===== src/rtl/div_pkg.sv =====
// Shared constants and state encoding for the programmable clock divider.
package div_pkg;

   localparam int DIV_W_DEF       = 8;
   localparam int DEFAULT_DIV_DEF = 7;

   typedef enum logic [1:0] {
      IDLE = 2'd0,
      RUN  = 2'd1,
      PEND = 2'd2
   } state_t;

endpackage


===== src/rtl/div_if.sv =====
// Ratio request handshake between a configuring agent and div_ctrl.
interface div_if
   import div_pkg::*;
#(
   parameter int DIV_W = DIV_W_DEF
) ();

   logic [DIV_W-1:0] cfg_div;
   logic             cfg_valid;
   logic             cfg_ready;
   logic             cfg_err;

   modport master (
      output cfg_div, cfg_valid,
      input  cfg_ready, cfg_err
   );

   modport slave (
      input  cfg_div, cfg_valid,
      output cfg_ready, cfg_err
   );

endinterface


===== src/rtl/div_cnt.sv =====
// Period counter plus registered div_clk/tick, driven by the div_ctrl FSM.
module div_cnt
   import div_pkg::*;
#(
   parameter int DIV_W = DIV_W_DEF
) (
   input  logic             clk,
   input  logic             rst,
   input  logic             count,
   input  logic             run_nx,
   input  logic [DIV_W-1:0] ratio,
   input  logic [DIV_W-1:0] ratio_nx,
   output logic             wrap,
   output logic             div_clk,
   output logic             tick
);

   localparam logic [DIV_W-1:0] ONE = DIV_W'(1);

   logic [DIV_W-1:0] cnt;
   logic [DIV_W-1:0] cnt_nx;

   assign wrap = (cnt == (ratio - ONE));

   always_comb begin
      cnt_nx = '0;
      if (count && !wrap) cnt_nx = cnt + ONE;
   end

   // Outputs are computed from the post-edge count and ratio so they line up
   // with cnt in the same cycle while still coming straight from flops.
   always_ff @(posedge clk) begin
      if (!rst) begin
         cnt     <= '0;
         div_clk <= 1'b0;
         tick    <= 1'b0;
      end else begin
         cnt     <= cnt_nx;
         tick    <= run_nx && (cnt_nx == '0);
         div_clk <= run_nx && (cnt_nx < (ratio_nx >> 1));
      end
   end

endmodule


===== src/rtl/div_ctrl.sv =====
// Divider control: FSM, ratio handshake and hitless ratio switching at period boundaries.
module div_ctrl
   import div_pkg::*;
#(
   parameter int DIV_W       = DIV_W_DEF,
   parameter int DEFAULT_DIV = DEFAULT_DIV_DEF
) (
   input  logic             clk,
   input  logic             rst,
   input  logic             en,
   div_if.slave             cfg,
   output logic             div_clk,
   output logic             tick,
   output logic [DIV_W-1:0] active_div,
   output logic             busy
);

   localparam logic [DIV_W-1:0] TWO = DIV_W'(2);

   state_t           state, state_nx;
   logic [DIV_W-1:0] pend_div, pend_nx, active_nx;
   logic             acc, acc_ok, wrap, count, run_nx;

   assign acc    = cfg.cfg_valid && cfg.cfg_ready;
   assign acc_ok = acc && (cfg.cfg_div >= TWO);

   always_ff @(posedge clk) begin
      if (!rst) state <= IDLE;
      else      state <= state_nx;
   end

   always_comb begin
      state_nx  = state;
      active_nx = active_div;
      pend_nx   = pend_div;
      case (state)
         IDLE: begin
            if (acc_ok) active_nx = cfg.cfg_div;
            if (en)     state_nx  = RUN;
         end
         RUN: begin
            if (!en) begin
               state_nx = IDLE;
               if (acc_ok) active_nx = cfg.cfg_div;
            end else if (acc_ok && wrap) begin
               active_nx = cfg.cfg_div;
            end else if (acc_ok) begin
               pend_nx  = cfg.cfg_div;
               state_nx = PEND;
            end
         end
         PEND: begin
            // Pending ratio lands at the boundary, or immediately when stopping.
            if (!en || wrap) begin
               active_nx = pend_div;
               state_nx  = en ? RUN : IDLE;
            end
         end
         default: state_nx = IDLE;
      endcase
   end

   always_comb begin
      cfg.cfg_ready = rst && (state != PEND);
      busy          = (state != IDLE);
      run_nx        = (state_nx != IDLE);
      count         = (state != IDLE) && run_nx;
   end

   always_ff @(posedge clk) begin
      if (!rst) begin
         active_div  <= DIV_W'(DEFAULT_DIV);
         pend_div    <= '0;
         cfg.cfg_err <= 1'b0;
      end else begin
         active_div  <= active_nx;
         pend_div    <= pend_nx;
         cfg.cfg_err <= acc && !acc_ok;
      end
   end

   div_cnt #(.DIV_W(DIV_W)) u_cnt (
      .clk      (clk),
      .rst      (rst),
      .count    (count),
      .run_nx   (run_nx),
      .ratio    (active_div),
      .ratio_nx (active_nx),
      .wrap     (wrap),
      .div_clk  (div_clk),
      .tick     (tick)
   );

endmodule


===== src/flat_wrapper.sv =====
// flat-port wrapper written by rule: the top's interface ports become plain ports
module div_ctrl_flat import div_pkg::*;
#(
   parameter int DIV_W       = DIV_W_DEF,
   parameter int DEFAULT_DIV = DEFAULT_DIV_DEF
)
  (clk, rst, en, div_clk, tick, active_div, busy, cfg_cfg_div, cfg_cfg_valid, cfg_cfg_ready, cfg_cfg_err);
  div_if #(.DIV_W(DIV_W)) cfg_i ();
  input  logic clk;
  input  logic rst;
  input  logic en;
  output logic div_clk;
  output logic tick;
  output logic [DIV_W-1:0] active_div;
  output logic busy;
  input wire logic [$bits(cfg_i.cfg_div)-1:0] cfg_cfg_div;
  input wire logic [$bits(cfg_i.cfg_valid)-1:0] cfg_cfg_valid;
  output wire logic [$bits(cfg_i.cfg_ready)-1:0] cfg_cfg_ready;
  output wire logic [$bits(cfg_i.cfg_err)-1:0] cfg_cfg_err;
  assign cfg_i.cfg_div = cfg_cfg_div;
  assign cfg_i.cfg_valid = cfg_cfg_valid;
  assign cfg_cfg_ready = cfg_i.cfg_ready;
  assign cfg_cfg_err = cfg_i.cfg_err;
  div_ctrl #(.DIV_W(DIV_W), .DEFAULT_DIV(DEFAULT_DIV)) u_core (.clk(clk), .rst(rst), .en(en), .cfg(cfg_i), .div_clk(div_clk), .tick(tick), .active_div(active_div), .busy(busy));
endmodule

===== config.mk =====
export PLATFORM = sky130hd
export DESIGN_NAME = div_ctrl_flat
export DESIGN_NICKNAME = d
export VERILOG_FILES = /design/src/rtl/div_pkg.sv /design/src/rtl/div_if.sv /design/src/rtl/div_cnt.sv /design/src/rtl/div_ctrl.sv /design/src/flat_wrapper.sv
export SDC_FILE = /design/constraint.sdc
export NUM_CORES = 1
export LEC_CHECK = 0
export ABC_AREA = 1
export CAP_MARGIN = 30
export CORE_MARGIN = 2
export CORE_UTILIZATION = 60
export DETAILED_ROUTE_END_ITERATION = 7
export GPL_ROUTABILITY_DRIVEN = 0
export GPL_TIMING_DRIVEN = 0
export PLACE_DENSITY = 0.85
export SLEW_MARGIN = 40
export SYNTH_ARGS = -nofsm -noshare
export SYNTH_HDL_FRONTEND = slang
export SYNTH_SLANG_ARGS = --single-unit

===== constraint.sdc =====
create_clock -name clk -period 4.3 [get_ports clk]
set_input_delay 0.43 -clock clk [delete_from_list [all_inputs] [get_ports clk]]
set_output_delay 0.43 -clock clk [all_outputs]
set_load 0.01 [all_outputs]

==> results of run 1 <==
## kinds of logic after synthesis
group                    Yosys count
AND/OR/NAND/NOR                  162
AO/OA/AOI/OAI                     68
buffers and inverters             62
flip-flops                        29
adder cells (fa/ha/maj)            8
XOR/XNOR                           4
## power by group through the flow
stage               clock network, mW  registers, mW  logic (mW)
CTS                             0.150          0.293       0.171
global route                    0.165          0.295       0.193
global placement                    0          0.299       0.166
detailed placement                  0          0.300       0.170
finish                          0.153          0.294       0.174
floorplan                           0          0.300       0.110
## state kept, by name (all words and copies together) (netlist names)
signal / count
u_core.active_div: 8
u_core.cfg.cfg_err: 1
u_core.pend_div: 8
u_core.state: 2
u_core.u_cnt.cnt: 8
u_core.u_cnt.div_clk: 1
u_core.u_cnt.tick: 1
## per-stage QoR
stage	instance area, um2	worst slack (ns)	std cells	util [%]
after detailed placement	2410	1.16	402	71.7
after CTS	2450	1.13	408	73.0
after floorplan	2120	1.59	333	-
after global placement	2410	1.20	402	71.7
final	2450	1.07	408	73.0
after global routing	2450	0.806	408	73.0
## worst max path at each step
stage                    startpoint              endpoint  slack (ns)  depth (start not counted)
6_report       u_core.active_div[0]  u_core.u_cnt.div_clk        1.07                         21
5_1_grt        u_core.active_div[0]  u_core.u_cnt.div_clk        0.81                         23
4_1_cts        u_core.active_div[0]  u_core.u_cnt.div_clk        1.13                         21
3_5_place_dp         cfg_cfg_div[1]  u_core.u_cnt.div_clk        1.16                         19
3_3_place_gp         cfg_cfg_div[1]  u_core.u_cnt.div_clk        1.20                         19
2_1_floorplan  u_core.active_div[0]  u_core.u_cnt.div_clk        1.59                         21
## metal layers
metal  part of all wire, %  up-vias
met2                    44      129
met5                     0        -
met4                   3.4        0
met1                    44     1004
li1                      -     1132
met3                   8.4       25
## cell usage in the layout (no fill, tap or decap), drive strengths merged
master and n:
a2111o 1, a21boi 1, a21oi 23, a31oi 3, buf 5, clkbuf 8
clkdlybuf4s50 23, clkinv 1, dfxtp 29, ha 8, inv 54, nand2 81
nand3 22, nand4 2, nor2 48, nor3 7, nor4 2, o211ai 3
o21ai 30, o221ai 4, o32ai 3, xnor2 1, xor2 3
## cells in the mapped netlist
cell and instances:
o32ai_2 3, a31oi_1 3, nand2_1 76, nand2_4 3, nor2_4 2, nor3_1 7, nor4_1 1, inv_1 46
o21ai_1 1, ha_1 8, nand4_1 2, nand3_4 1, dfxtp_1 29, nand2_2 2, a21boi_0 1, nor2_2 3
buf_6 2, nor4_2 1, o21ai_0 29, nor2_1 43, o221ai_1 3, xor2_1 3, nand3_2 2, buf_2 2
xnor2_1 1, o221ai_2 1, a21oi_1 23, o211ai_1 2, buf_4 1, clkbuf_2 1, o211ai_2 1, nand3_1 19
clkbuf_1 2, a2111o_1 1, inv_2 8
## worst reg2reg max path, delay by kind of cell (launching register included)
family,cells,cell delay (ns)
adders and majority gates,2,0.62
and+or+nand+nor,11,1.24
DFF,1,0.44
AOI/OAI and AO/OA,3,0.35
buffers and inverters,5,0.51
## area by class of cell
| cell class | count | area, um2 | share of cell area, % |
|---|---|---|---|
| Timing Repair Buffer | 23 | 230 | 9.38 |
| Buffer | 8 | 52.6 | 2.14 |
| Sequential cell | 29 | 581 | 23.6 |
| Multi-Input combinational cell | 242 | 1290 | 52.5 |
| Inverter | 54 | 203 | 8.26 |
| Clock inverter | 1 | 5.00 | 0.204 |
| Clock buffer | 5 | 37.5 | 1.53 |
| Tap cell | 46 | 57.6 | 2.34 |
==> metrics.yaml, run 1 <==
status:
  outcome: "completed"
hold_path:
  holdPathStages: 2
  hp-start: "u_core.pend_div[1]"
  min_to: "u_core.pend_div[1]"
  hold_path_class: "register to register"
routing:
  drcViolationCount: 0
  ant_nets: 0
  wirelength_um: 5700
  drt_pass1_iterations: 6
  drtIter0Drc: 258
  viasPerCell: 5.61
  dr_total_vias: 2290
  wl_per_cell_um: 14.0
final_layout:
  drive_above_1_share_pct: 10.8
  area_delta_synth_final_pct: 15.5
  nFillCells: 299
  nNetsFinal: 383
  antenna_cells: 0
logic_synthesis:
  synth-simple-area-share_pct: 34.5
  synth_area_um2: 2120
  avgSynthCellArea_um2: 6.38
  syn_nets: 353
  synth_top_family_by_area: "simple AND/OR/NAND/NOR gates"
  synth_warnings: 0
  yosys.area.top_type: "dfxtp_1"
  synth_xor_area_share_pct: 1.65
  syn_inst: 333
  synth_compound_area_share_pct: 19.8
  yosys.area.top_type_share_pct: 27.3
  synth_cell_types: 35
  synthMuxAreaShare_pct: 0
  synth-adder-area-share_pct: 4.71
  ys_ff_latch: 29
  yosys-top-cells-area: "dfxtp_1 (27%), nand2_1 (13%), inv_1 (8.1%), nor2_1 (7.6%), o21ai_0 (6.8%)"
  ys_seq_area_share_pct: 27.3
timing:
  period_share_pct: 75.2
  tns_ns: 0
  slew_viol_final: 0
  final-hold-violation-count: 0
  tightest_slew_ns: 0.421
  rsz0062_at_grt: "no"
  timing.final.crit_period_ns: 3.23
  fmax_ghz: 0.309
  holdWs_ns: 0.451
  setup_violations: 0
  skew_ns: 0.0143
  max_slew_margin_pct: 71.6
critical_path:
  endpoint_kind: "register"
  ff2ff_path_depth: 21
  worstPathArrival_ns: 3.49
  critPathTopFamily: "simple AND/OR/NAND/NOR gates"
  r2r-start: "u_core.active_div[0]"
  critical_path.max_fanout: 10
  worstReg2RegEnd: "u_core.u_cnt.div_clk"
  critPathMostFrequentCell: "nor2_1"
  crit_path_top_delay_cell: "dfxtp_1"
  crit_required_ns: 4.56
  slowest_delay_ns: 0.44
  cp-start-kind: "register"
  crit_buf_inv: 5
  crit_type: "register to register"
  r2r_slack_ns: 1.07
  worstPathCellList: "inv_1 -> ha_1 -> inv_1 -> nand2_1 -> nand2_1 -> nor2_1 -> nand3_1 -> nor2_1 -> nand3_4 -> nand2_2 -> buf_6 -> inv_2 -> nor2_1 -> o221ai_1 -> nor2_1 -> ha_1 -> a21oi_1 -> o211ai_1 -> inv_1 -> nand3_1 -> nor2_1"
power_and_ir_drop:
  internal-power_mw: 0.407
  p_seq_share_pct: 47.3
  ir_drop_mv: 0.234
  p_total_mw: 0.621
  leakage_nw: 1.11
  p_comb_share_pct: 28.0
  p_switching_mw: 0.213
  sw_frac_of_total_pct: 34.4
  pwr-share-clk_pct: 24.7
  powerDensity_nw_per_um2: 253
cts:
  cts_tree: "built"
  postCtsSetupBuffers: 0
  holdBufCountCts: 0
  htree_levels: 2
  path_clk_slew_ns: 0.09
  insertion_delay_ns: 0.33
  clockRootBuffer: "clkbuf_4"
  cts_resized: 0
  clock_path_buffers: 2
  cts_sinks: 29
  cts_inserted_buffers: 5
die:
  fp.dieW_um: 63.5
  io_pins: 25
  initial_core_util_pct: 63.2
  core_area_um2: 3360
  rows: 21
  dieArea_um2: 4030
  fp.dieH_um: 63.5
grt:
  grt-busiest-layer: "met2"
  grt_use_met3_pct: 6.96
  use_met1_pct: 39.9
  grt_overflow: 0
  grt_pass1_vias: 2177
  grt_pass1_wl_um: 9760
  antenna_found_initial: 0
  grt_max_degree: 11
  grt_use_total_pct: 30.7
  global_route.usage.met2_pct: 47.8
placed_design:
  dpl.hpwl_um: 4330
  place.port_buffers: 23
run:
  max_cap_violations: 0
(Power assumes the default switching activity.)
==> inputs of run 2 (changes only) <==
Settings changed: CORE_UTILIZATION 60 to 51, PLACE_DENSITY 0.85 to 0.77.
Clock period 4.3 ns to 2.8 ns, I/O delays scaled along.
==> run 2 against run 1 <==
Net effect:
- the run now ends with setup timing left
- total power rose by 71%
- clock-buffer cell count did not move
- design area rose by 5.0%
- non-clock buffer count rose by 5
- via count rose by 1.5%
- fmax rose by 13%
- routed wire length rose by 5.2%
- flip-flop and latch count did not move
- clock skew fell by 0.0037 ns
- first-iteration DRC count fell by 21%
- worst hold slack got worse by 0.026 ns
- setup slack got worse by 1.1 ns
- largest cell class unchanged
- highest routed layer unchanged
==> metrics.yaml, run 2 (synthesis gave the netlist of run 1 again) <==
critical_path:
  ff2ff_path_depth: 20  # -4.8%
  endpoint_kind: "register"
  crit_required_ns: 3.01  # -1.55 ns
  crit_buf_inv: 2  # -3
  worstReg2RegEnd: "u_core.u_cnt.div_clk"
  r2r-start: "u_core.active_div[0]"
  critPathTopFamily: "simple AND/OR/NAND/NOR gates"
  r2r_slack_ns: -0.07  # -1.14 ns
  worstPathArrival_ns: 3.08  # -0.41 ns
  crit_type: "register to register"
  slowest_delay_ns: 0.36  # -0.08 ns
  critical_path.max_fanout: 6  # -4
  crit_path_top_delay_cell: "dfxtp_4"
  cp-start-kind: "register"
  worstPathCellList: "inv_6 -> ha_4 -> nand2_2 -> nor2_2 -> nand2_1 -> nand2_1 -> nand2_1 -> nor2_2 -> nand3_4 -> nor2_4 -> nand2_1 -> a31oi_1 -> o221ai_1 -> nor2_1 -> ha_1 -> a21oi_2 -> o211ai_1 -> inv_1 -> nand3_1 -> nor2_1"
  critPathMostFrequentCell: "nand2_1"
routing:
  drcViolationCount: 0  # unchanged
  dr_total_vias: 2325  # +1.5%
  wl_per_cell_um: 14.4  # +2.9%
  drtIter0Drc: 204  # -21%
  ant_nets: 0  # unchanged
  viasPerCell: 5.58  # -0.66%
  drt_pass1_iterations: 6  # unchanged
  wirelength_um: 5990  # +5.2%
power_and_ir_drop:
  ir_drop_mv: 0.372  # +59%
  p_total_mw: 1.06  # +71%
  leakage_nw: 1.14  # +3.0%
  powerDensity_nw_per_um2: 412  # +63%
grt:
  grt_max_degree: 11  # unchanged
  antenna_found_initial: 0  # unchanged
  grt_overflow: 0  # unchanged
  grt_use_total_pct: 28.6  # -2.1 points
  grt_pass1_vias: 2127  # -2.3%
  grt_pass1_wl_um: 9920  # +1.6%
timing:
  tightest_slew_ns: 0.448  # +0.0264 ns
  final-hold-violation-count: 0  # unchanged
  timing.final.crit_period_ns: 2.87  # -0.362 ns
  max_slew_margin_pct: 70.0  # -1.6 points
  holdWs_ns: 0.425  # -0.0259 ns
  fmax_ghz: 0.348  # +13%
  rsz0062_at_grt: "yes"
  period_share_pct: 102  # +27 points
  fin_ws_ns: -0.0700  # -1.14 ns
  slew_viol_final: 0  # unchanged
  setup_violations: 1  # +1
  skew_ns: 0.0105  # -0.00374 ns
cts:
  insertion_delay_ns: 0.29  # -0.04 ns
  clock_path_buffers: 2  # unchanged
  cts_inserted_buffers: 5  # unchanged
  cts_tree: "built"
  holdBufCountCts: 0  # unchanged
  clockRootBuffer: "clkbuf_8"
  cts_sinks: 29  # unchanged
  path_clk_slew_ns: 0.07  # -0.02 ns
  htree_levels: 2  # unchanged
final_layout:
  drive_above_1_share_pct: 15.3  # +4.5 points
  final_common_cell: "nand2_1"
  layout_common_cells: "nand2_1 (75), inv_1 (43), nor2_1 (41)"
  nFillCells: 388  # +30%
  area_delta_synth_final_pct: 21.3
  nNetsFinal: 388  # +1.3%
  fin_cells: 417  # +2.2%
  reg.largest.list: "u_core.active_div: 8 flops, u_core.pend_div: 8 flops, u_core.u_cnt.cnt: 8 flops"
  fin_area_um2: 2580  # +5.0%
  antenna_cells: 0  # unchanged
status:
  failed_checks: "setup timing"
  outcome: "complete, but fails checks"
hold_path:
  hp-start: "en"
  holdPathStages: 3  # +1
  hold_path_class: "input pin to register"
  min_to: "u_core.state[0]"
die:
  rows: 23  # +9.5%
  fp.dieW_um: 68.5  # +7.9%
  initial_core_util_pct: 53.1  # -10 points
  core_area_um2: 4000  # +19%
  fp.dieH_um: 68.5  # +7.9%
  dieArea_um2: 4700  # +16%
  io_pins: 25  # unchanged
placed_design:
  dpl.hpwl_um: 4400  # +1.6%
  place.port_buffers: 23  # unchanged
  place_inst: 406  # +1.0%
  dpl_cell_area_um2: 2420  # +0.21%
run:
  max_cap_violations: 0  # unchanged
## run 2: changes by cell type in the layout (fill, tap and decap cells not counted), moves of 2 or more
| cell | previous run | this run |
|---|---|---|
| inv_1 | 46 | 43 |
| nor2_1 | 43 | 41 |
| dfxtp_2 | 0 | 2 |
| dfxtp_1 | 29 | 26 |
| clkbuf_4 | 5 | 0 |
| buf_4 | 1 | 6 |
| clkbuf_8 | 0 | 5 |
| nor2_2 | 3 | 5 |
| inv_2 | 8 | 10 |
## run 2: worst max path at each step
stage / cells after the start / slack [ns] / end / startpoint
2_1_floorplan: 21 / 0.09 / u_core.u_cnt.div_clk / u_core.active_div[0]
3_3_place_gp: 21 / -0.28 / u_core.u_cnt.div_clk / u_core.active_div[0]
3_5_place_dp: 21 / -0.28 / u_core.u_cnt.div_clk / u_core.active_div[0]
4_1_cts: 20 / -0.009 / u_core.u_cnt.div_clk / u_core.active_div[0]
5_1_grt: 20 / -0.25 / u_core.u_cnt.div_clk / u_core.active_div[0]
6_report: 20 / -0.07 / u_core.u_cnt.div_clk / u_core.active_div[0]
## run 2: final cells by class
cell class | instances | area (um2) | area share (%)
buffer | 8 | 56.3 | 2.18
clock buffer | 5 | 68.8 | 2.67
clock inverter | 1 | 5.00 | 0.194
inverter | 54 | 208 | 8.06
multi-input combinational | 242 | 1320 | 51.3
sequential | 29 | 587 | 22.8
tap | 50 | 62.6 | 2.43
timing repair buffer | 28 | 268 | 10.4
## run 2: routing by layer
layer	GRT usage [%]	vias up	part of all wire, %
li1	-	1149	-
met1	37.0	1048	43
met2	46.4	111	46
met3	6.98	17	8.4
met4	9.25	0	2.2
met5	0	-	0
## run 2: repair_timing
item                       4_1_cts  5_1_grt
setup endpoints to repair        1        1
cloned                           0        0
gates resized for setup         12        6
buffers inserted                 4        1
pin swaps                        5        2
## run 2: power by group
part           internal [mW]  switching (mW)
sequential             0.430          0.0205
clock                  0.163           0.158
combinational          0.122           0.167
total                  0.715           0.345
## run 2: worst min-delay path, delay by kind of cell
family / cells / cell delay [ns]
AO/OA/AOI/OAI: 2 / 0.20
buffers and inverters: 1 / 0.18
## run 2: metrics by stage
step                setup slack [ns]  util, %   TNS, ns
floorplan                     0.0879        -         0
global placement              -0.285     60.4    -0.285
detailed placement            -0.282     60.4    -0.282
CTS                         -0.00918     63.9  -0.00918
global route                  -0.252     64.4    -0.252
finish                       -0.0700     64.4   -0.0700
==> inputs of run 3 (changes only) <==
Settings changed: SLEW_MARGIN 40 to 20.
==> results of run 3 <==
Same layout as run 2: the final DEF is identical, and so are final timing and power.
